File: src/rtl/imem_load_ctrl_if.sv
// Bus bundle between the instruction-memory load controller and its neighbours:
// boot byte stream, memory write port, core fetch and debug read requests.
interface imem_load_ctrl_if #(
  parameter int unsigned ADDR_W = 7
);
  logic              s_valid;
  logic [7:0]        s_data;
  logic              s_ready;
  logic              wr_en;
  logic [ADDR_W-1:0] wr_addr;
  logic [7:0]        wr_data;
  logic              fetch_req;
  logic [ADDR_W-1:0] fetch_addr;
  logic              fetch_gnt;
  logic              dbg_req;
  logic [ADDR_W-1:0] dbg_addr;
  logic              dbg_gnt;
  logic [ADDR_W-1:0] mem_addr;

  // Environment side: byte source, core and debugger
  modport master (
    output s_valid, s_data, fetch_req, fetch_addr, dbg_req, dbg_addr,
    input  s_ready, wr_en, wr_addr, wr_data, fetch_gnt, dbg_gnt, mem_addr
  );

  // Controller side
  modport slave (
    input  s_valid, s_data, fetch_req, fetch_addr, dbg_req, dbg_addr,
    output s_ready, wr_en, wr_addr, wr_data, fetch_gnt, dbg_gnt, mem_addr
  );
endinterface

File: src/rtl/imem_load_ctrl.sv
// Instruction memory load controller: streams a program image into the byte
// memory while stalling the core, then arbitrates the read address between
// core fetch and debug reads with a starvation bound on debug.
module imem_load_ctrl #(
  parameter int unsigned ADDR_W     = 7,
  parameter int unsigned STARVE_MAX = 4
) (
  input  logic                clk,
  input  logic                rst_n,
  input  logic                load_start_i,
  input  logic [ADDR_W-1:0]   load_len_i,
  imem_load_ctrl_if.slave     bus,
  output logic                core_stall_o,
  output logic                done_o,
  output logic                err_o
);
  localparam int unsigned CNT_W = ADDR_W + 1;
  localparam int unsigned STV_W = $clog2(STARVE_MAX + 1);
  localparam int unsigned DEPTH = 1 << ADDR_W;

  typedef enum logic [1:0] {IDLE, LOAD, RUN} state_e;

  state_e            state_q, state_d;
  logic [CNT_W-1:0]  len_q, len_d;
  logic [CNT_W-1:0]  cnt_q, cnt_d;
  logic [CNT_W-1:0]  cnt_inc;
  logic [STV_W-1:0]  starve_q, starve_d;
  logic              wr_en_q, wr_en_d;
  logic [ADDR_W-1:0] wr_addr_q, wr_addr_d;
  logic [7:0]        wr_data_q, wr_data_d;
  logic              done_q, done_d;
  logic              err_q, err_d;
  logic              s_ready;
  logic              fetch_gnt;
  logic              dbg_gnt;
  logic [ADDR_W-1:0] mem_addr;
  logic              core_stall;

  assign cnt_inc = CNT_W'(cnt_q + CNT_W'(1));

  // State and datapath registers
  always_ff @(posedge clk or negedge rst_n) begin
    if (!rst_n) begin
      state_q   <= IDLE;
      len_q     <= '0;
      cnt_q     <= '0;
      starve_q  <= '0;
      wr_en_q   <= 1'b0;
      wr_addr_q <= '0;
      wr_data_q <= '0;
      done_q    <= 1'b0;
      err_q     <= 1'b0;
    end else begin
      state_q   <= state_d;
      len_q     <= len_d;
      cnt_q     <= cnt_d;
      starve_q  <= starve_d;
      wr_en_q   <= wr_en_d;
      wr_addr_q <= wr_addr_d;
      wr_data_q <= wr_data_d;
      done_q    <= done_d;
      err_q     <= err_d;
    end
  end

  // Next-state, load datapath and read-port arbitration
  always_comb begin
    state_d    = state_q;
    len_d      = len_q;
    cnt_d      = cnt_q;
    starve_d   = '0;
    wr_en_d    = 1'b0;
    wr_addr_d  = wr_addr_q;
    wr_data_d  = wr_data_q;
    done_d     = 1'b0;
    err_d      = err_q;
    s_ready    = 1'b0;
    fetch_gnt  = 1'b0;
    dbg_gnt    = 1'b0;
    mem_addr   = '0;
    core_stall = 1'b1;

    case (state_q)
      IDLE: begin
        if (load_start_i) begin
          state_d = LOAD;
          len_d   = (load_len_i == '0) ? CNT_W'(DEPTH) : CNT_W'(load_len_i);
          cnt_d   = '0;
          err_d   = 1'b0;
        end
      end
      LOAD: begin
        s_ready = 1'b1;
        if (bus.s_valid) begin
          wr_en_d   = 1'b1;
          wr_addr_d = cnt_q[ADDR_W-1:0];
          wr_data_d = bus.s_data;
          cnt_d     = cnt_inc;
          if (cnt_inc == len_q) begin
            state_d = RUN;
            done_d  = 1'b1;
          end
        end
      end
      RUN: begin
        if (bus.fetch_req && (starve_q < STV_W'(STARVE_MAX))) begin
          fetch_gnt = 1'b1;
          mem_addr  = bus.fetch_addr;
          if (bus.fetch_addr[1:0] != 2'b00) begin
            err_d = 1'b1;
          end
        end else if (bus.dbg_req) begin
          dbg_gnt  = 1'b1;
          mem_addr = bus.dbg_addr;
        end
        // A denied fetch holds the PC; no request means nothing to hold
        core_stall = bus.fetch_req && !fetch_gnt;
        if (bus.dbg_req && !dbg_gnt) begin
          starve_d = (starve_q == STV_W'(STARVE_MAX)) ? starve_q
                                                      : STV_W'(starve_q + STV_W'(1));
        end
        // Reload wins over a same-cycle misaligned fetch when clearing err
        if (load_start_i) begin
          state_d = LOAD;
          len_d   = (load_len_i == '0) ? CNT_W'(DEPTH) : CNT_W'(load_len_i);
          cnt_d   = '0;
          err_d   = 1'b0;
        end
      end
      default: begin
        state_d = IDLE;
      end
    endcase
  end

  assign bus.s_ready   = s_ready;
  assign bus.wr_en     = wr_en_q;
  assign bus.wr_addr   = wr_addr_q;
  assign bus.wr_data   = wr_data_q;
  assign bus.fetch_gnt = fetch_gnt;
  assign bus.dbg_gnt   = dbg_gnt;
  assign bus.mem_addr  = mem_addr;
  assign core_stall_o  = core_stall;
  assign done_o        = done_q;
  assign err_o         = err_q;
endmodule
File: src/flat_wrapper.sv
// flat-port wrapper written by rule: the top's interface ports become plain ports
module imem_load_ctrl_flat 
#(
  parameter int unsigned ADDR_W     = 7,
  parameter int unsigned STARVE_MAX = 4
)
  (clk, rst_n, load_start_i, load_len_i, core_stall_o, done_o, err_o, bus_s_valid, bus_s_data, bus_fetch_req, bus_fetch_addr, bus_dbg_req, bus_dbg_addr, bus_s_ready, bus_wr_en, bus_wr_addr, bus_wr_data, bus_fetch_gnt, bus_dbg_gnt, bus_mem_addr);
  imem_load_ctrl_if #(.ADDR_W(ADDR_W)) bus_i ();
  input  logic clk;
  input  logic rst_n;
  input  logic load_start_i;
  input  logic [ADDR_W-1:0] load_len_i;
  output logic core_stall_o;
  output logic done_o;
  output logic err_o;
  input wire logic [$bits(bus_i.s_valid)-1:0] bus_s_valid;
  input wire logic [$bits(bus_i.s_data)-1:0] bus_s_data;
  input wire logic [$bits(bus_i.fetch_req)-1:0] bus_fetch_req;
  input wire logic [$bits(bus_i.fetch_addr)-1:0] bus_fetch_addr;
  input wire logic [$bits(bus_i.dbg_req)-1:0] bus_dbg_req;
  input wire logic [$bits(bus_i.dbg_addr)-1:0] bus_dbg_addr;
  output wire logic [$bits(bus_i.s_ready)-1:0] bus_s_ready;
  output wire logic [$bits(bus_i.wr_en)-1:0] bus_wr_en;
  output wire logic [$bits(bus_i.wr_addr)-1:0] bus_wr_addr;
  output wire logic [$bits(bus_i.wr_data)-1:0] bus_wr_data;
  output wire logic [$bits(bus_i.fetch_gnt)-1:0] bus_fetch_gnt;
  output wire logic [$bits(bus_i.dbg_gnt)-1:0] bus_dbg_gnt;
  output wire logic [$bits(bus_i.mem_addr)-1:0] bus_mem_addr;
  assign bus_i.s_valid = bus_s_valid;
  assign bus_i.s_data = bus_s_data;
  assign bus_i.fetch_req = bus_fetch_req;
  assign bus_i.fetch_addr = bus_fetch_addr;
  assign bus_i.dbg_req = bus_dbg_req;
  assign bus_i.dbg_addr = bus_dbg_addr;
  assign bus_s_ready = bus_i.s_ready;
  assign bus_wr_en = bus_i.wr_en;
  assign bus_wr_addr = bus_i.wr_addr;
  assign bus_wr_data = bus_i.wr_data;
  assign bus_fetch_gnt = bus_i.fetch_gnt;
  assign bus_dbg_gnt = bus_i.dbg_gnt;
  assign bus_mem_addr = bus_i.mem_addr;
  imem_load_ctrl #(.ADDR_W(ADDR_W), .STARVE_MAX(STARVE_MAX)) u_core (.clk(clk), .rst_n(rst_n), .load_start_i(load_start_i), .load_len_i(load_len_i), .bus(bus_i), .core_stall_o(core_stall_o), .done_o(done_o), .err_o(err_o));
endmodule
File: config.mk
export PLATFORM = sky130hd
export DESIGN_NAME = imem_load_ctrl_flat
export DESIGN_NICKNAME = d
export VERILOG_FILES = /design/src/rtl/imem_load_ctrl_if.sv /design/src/rtl/imem_load_ctrl.sv /design/src/flat_wrapper.sv
export SDC_FILE = /design/constraint.sdc
export NUM_CORES = 1
export LEC_CHECK = 0
export ABC_AREA = 1
export CAP_MARGIN = 20
export CORE_ASPECT_RATIO = 1.4
export CORE_MARGIN = 2
export CORE_UTILIZATION = 45
export DETAILED_ROUTE_END_ITERATION = 10
export GPL_TIMING_DRIVEN = 0
export PLACE_DENSITY_LB_ADDON = 0.08
export SYNTH_ARGS = -nofsm -noshare
export SYNTH_HDL_FRONTEND = slang
export SYNTH_SLANG_ARGS = --single-unit
File: constraint.sdc
create_clock -name clk -period 1.7 [get_ports clk]
set_input_delay 0.34 -clock clk [delete_from_list [all_inputs] [get_ports clk]]
set_output_delay 0.34 -clock clk [all_outputs]
set_load 0.01 [all_outputs]
Word level (Yosys, flattened, before mapping):

Index checks and enable logic that the tools add are counted.

* register bits: 39
* bits of input ports: 35
* output and inout bits: 29
* word-level logic and storage cells: 72

* $add $sub $neg: 2
* order comparisons: 1
* equality and inequality tests: 11
* mux-type cells: 33
* reductions and logical operators: 16

Operator list (count)
* $mux W8: 3
* $mux W7: 3
* $mux W1: 18
* $pmux W8 S2: 1
* $mux W3: 3
* $add A8 B1 Y8 const B: 1
* $eq A8 B8 Y1: 1
* $logic_not A7 Y1: 1
* $mux W2: 3
* $ne A3 B2 Y1 const B: 2
* $reduce_and A3 Y1: 2
* $reduce_bool A2 Y1: 3
* $ne A2 B1 Y1 const B: 2
* $ne A2 B2 Y1 const B: 2
* $pmux W2 S2: 1
* $reduce_and A2 Y1: 2
* $reduce_and A4 Y1: 1
* $add A3 B1 Y3 const B: 1
* $eq A3 B3 Y1 const B: 1
* $logic_and A1 B1 Y1: 3
* $lt A3 B3 Y1 const B: 1
* $ne A3 B3 Y1 const B: 1
* $eq A2 B1 Y1 const B: 1
* $eq A2 B2 Y1 const B: 1
* 4 further kinds: 5

Logic depth before layout (Yosys ltp):

* word-level depth: 8
* mapped depth: 12
* mapped depth without buffers: 12

Worst setup path after synthesis:

OpenSTA, ideal clock, no wires.

* kind: reg-to-reg
* start point: register u_core.cnt_q[1]
* end point: register u_core.state_q[0]
* setup time: 0.120 ns
* arrival time: 1.372 ns
* data required time: 1.580 ns
* slack: 0.208 ns
* cell stages (with the launch flop): 10
* path buffers: 0
* period minus slack after synthesis: 1.492 ns
* cells stage by stage: dfrtp_1 -> ha_1 -> xnor2_1 -> nand2_1 -> nor2_1 -> nand3_1 -> nor2_2 -> nand3_1 -> nand2_1 -> nand2_1

* word-level cells in the longest chain between the ends: 4

Ends and longest elaborated chain
* from (decl): RTL line imem_load_ctrl.sv:25 `logic [CNT_W-1:0] cnt_q, cnt_d;`
* from (signal assigned): RTL line imem_load_ctrl.sv:56 `cnt_q <= cnt_d;`
* $add A8 B1 Y8: RTL line imem_load_ctrl.sv:39 `assign cnt_inc = CNT_W'(cnt_q + CNT_W'(1));`
* $eq A8 B8 Y1: RTL line imem_load_ctrl.sv:99 `if (cnt_inc == len_q) begin`
* $ne A2 B1 Y1 (no line)
* $reduce_and A3 Y1 (no line)
* to (signal assigned): RTL line imem_load_ctrl.sv:54 `state_q <= state_d;`
* to (decl): RTL line imem_load_ctrl.sv:23 `state_e state_q, state_d;`

Every way passes these cells.
A chain may end at the register's enable or synchronous reset.

Worst setup path after layout:

* start point: register u_core.state_q[0]
* end point: output port bus_mem_addr[5]

* word-level cells in the longest chain between the ends: 2

Ends and longest elaborated chain
* $eq A2 B2 Y1: RTL line imem_load_ctrl.sv:83 `case (state_q)`
* $mux W7: RTL line imem_load_ctrl.sv:83
* to (decl): RTL line flat_wrapper.sv:28 `output wire logic [$bits(bus_i.mem_addr)-1:0] bus_mem_addr;`

Every way passes these cells.

==> impl_metrics.csv <==
group,metric,value,unit
outcome,outcome,"complete, but fails checks",
outcome,violations,"setup timing",
power,total_power,0.003658,W
timing,drv_slew,0,
timing,worst_pin_slew,838.2,ps
yosys,synth_common_cells,"nand2_1 (79), dfrtp_1 (39), inv_1 (25)",
detailed_routing,wl_met3,301,um
clock_network,cts_root_buf,"clkbuf_8",
timing,fin_ws,-42.71,ps
worst_setup_path,cp.required,1360,ps
finish,stdcell_area,2719,um^2
power,switchingPower,0.001400,W
timing,slew_headroom,44.12,%
finish,multiInputGateArea,842.1,um^2
yosys,synthCells,241,
detailed_routing,wl_met2,2538,um
finish,areaGrowthSynthToFinish,41.10,%
die,die_w,59.31,um
place,finalWeightedCongestion,0.8862,
yosys,yosysSeqAreaShare,50.65,%
timing,hold_viol,0,
worst_setup_path,start_kind,"flip-flop",
die,pin_count,64,
clock_network,clock_path_buffers,2,
timing,setup_viol,2,
yosys,postSynth.asyncResetShare,100.0,%
power,peakVddDrop,0.0007986,V
clock_network,clock_sinks,39,
clock_network,path_clk_slew,70,ps
yosys,synth_top_area_share,50.65,%
finish,drive_gt1_share,16.40,%
yosys,synth_seq_cells,39,
power,power_frac_seq,40.1,%
worst_setup_path,reg2reg_to,"u_core.state_q[0]",
power,comb_power_share,44.6,%
detailed_routing,drc,0,
worst_setup_path,r2r_cells,9,
yosys,synth.most_common_cell,"nand2_1",
detailed_routing,drt_iter0_markers,40,
place,dp_hpwl,3478,um
finish,num-fill-cells,398,
run,drv_cap,0,
power,clockPowerShare,15.3,%
detailed_routing,highest_layer,"met4",
timing,rsz0062_at_grt,"yes",
finish,ff_latch_area,977.2,um^2
die,start_util,46.22,%
detailed_routing,post_drt_wl_per_cell,13.02,um
die,die_area,4829,um^2
detailed_routing,wl,4713,um
finish,final_nets,356,
global_routing,grt_pass1_wl,7693,um
clock_network,clock_latency,290,ps
yosys,syn_area_per_cell,7.995,um^2
timing,fin_crit,1743,ps
detailed_routing,ant_nets,0,
detailed_routing,vias_per_cell,4.986,
global_routing,grtUsageTotal,21.70,%
place,post-place-ws,-741.5,ps
yosys,synthTopCellsByArea,"dfrtp_1 (51%), nand2_1 (15%), inv_1 (4.9%), nand3_1 (4.4%), o21ai_0 (3.6%)",
die,row_count,28,
worst_hold_path,hold_class,"in2async",
timing,fin_skew,8.499,ps
finish,final_util,65.22,%
yosys,synth_edf_count,0,
worst_setup_path,cp.arrival,1400,ps
place,placement.cell_area,2609,um^2
clock_network,cts_tree,"built",
timing,whs,155.6,ps
worst_setup_path,r2r-start,"u_core.cnt_q[1]",
finish,antenna_cells,0,
timing,fmax,573.8,MHz
yosys,synth.largest_area_cell,"dfrtp_1",
clock_network,cts.htree.levels,2,
clock_network,holdBufCountCts,0,
yosys,ys.flop_type,"dfrtp_1",
place,io_buffers,63,
detailed_routing,routed-via-count,1805,
power,powerDensity,1345,nW/um^2
power,cellLeakagePower,1.317,nW
global_routing,grt-ovfl-total,0,
yosys,synth_area,1927,um^2
yosys,syn_nets,279,
global_routing,antenna_found_initial,0,
worst_setup_path,setup.worst_path.class,"reg2out",
global_routing,grt_pass1_vias,1744,
yosys,ys_types,26,
worst_setup_path,end_kind,"output pin",
worst_setup_path,r2r_slack,120,ps
detailed_routing,drt_first_pass_iters,4,
yosys,ys_warn_count,0,
die,die-height,81.43,um
power,netSwitchingFraction,38.28,%
global_routing,grt_max_degree,40,
clock_network,cts_buffers,5,
timing,post-route-period-util,102.5,%
worst_setup_path,path_max_fanout,5,
power,p_int,0.002258,W
detailed_routing,m1WireLength,1787,um
die,core,4169,um^2
power groups by stage:
stage	combinational, W	clock [W]	sequential [W]
finish	0.00163	0.000559	0.00147
CTS	0.00162	0.000577	0.00147
detailed placement	0.00160	0	0.00149
floorplan	0.000894	0	0.00150
global placement	0.00157	0	0.00148
global route	0.00184	0.000622	0.00151
worst max-delay path: stages (launching register included):
cell	delay, ps
dfrtp_2	430
nor2_4	150
nand2_2	70
inv_2	90
buf_6	100
a22o_1	140
buf_2	130
metal layers:
layer | global-route usage, % | vias to the layer above
met4 | 8.864 | 0
met5 | 0 | -
met3 | 5.197 | 7
met2 | 38.90 | 51
li1 | - | 911
met1 | 24.05 | 836
cell type report:
class / instances / share of cell area [%]
Buffer: 5 / 0.8744
Clock buffer: 6 / 2.669
Inverter: 29 / 4.096
Multi-Input combinational cell: 168 / 30.97
Sequential cell: 39 / 35.94
Tap cell: 45 / 2.071
Timing Repair Buffer: 70 / 23.38
sequential cells by signal, summed over array words and instances, names as in the netlist:
name,count
u_core.bus.wr_addr,7
u_core.bus.wr_data,8
u_core.bus.wr_en,1
u_core.cnt_q,8
u_core.done_o,1
u_core.err_o,1
u_core.len_q,8
u_core.starve_q,3
u_core.state_q,2
placed cells by master, fill, tap and decap left out, drive strengths merged:
master,n
a21oi,1
a22o,5
buf,18
clkbuf,9
clkdlybuf4s50,49
dfrtp,39
dlygate4sd2,5
ha,3
inv,29
nand2,87
nand3,17
nand3b,3
nand4,3
nor2,22
nor3,2
o21a,1
o21ai,16
o21bai,1
o22ai,4
o31ai,1
xnor2,1
xor2,1
cells by family after synthesis:
family,synth area share (%)
AO/OA/AOI/OAI,9.156
buffers and inverters,6.818
XOR/XNOR,0.9093
flip-flops,50.65
AND/OR/NAND/NOR,30.52
adder cells (fa/ha/maj),1.948
worst max path at each step:
stage	to	slack, ps	startpoint
after floorplan	u_core.state_q[0]	210	u_core.cnt_q[1]
after global placement	bus_mem_addr[3]	-700	bus_fetch_req
after global routing	bus_mem_addr[5]	-100	u_core.state_q[0]
final	bus_mem_addr[5]	-40	u_core.state_q[0]
after detailed placement	bus_mem_addr[3]	-740	bus_fetch_req
after CTS	bus_mem_addr[3]	-30	u_core.starve_q[2]
metrics by stage:
step,TNS (ps),cells
floorplan,0,241
global placement,-30440,349
detailed placement,-7017,349
CTS,-36.91,361
global route,-444.2,362
finish,-74.65,362
timing repair:
| item | 4_1_cts | 5_1_grt |
|---|---|---|
| gates resized for setup | 44 | 10 |
| setup endpoints to repair | 11 | 22 |
| pin swaps | 6 | 1 |
| hold endpoints to repair | 0 | 0 |
| buffers inserted | 6 | 1 |
Power figures use the tool's default switching activity.
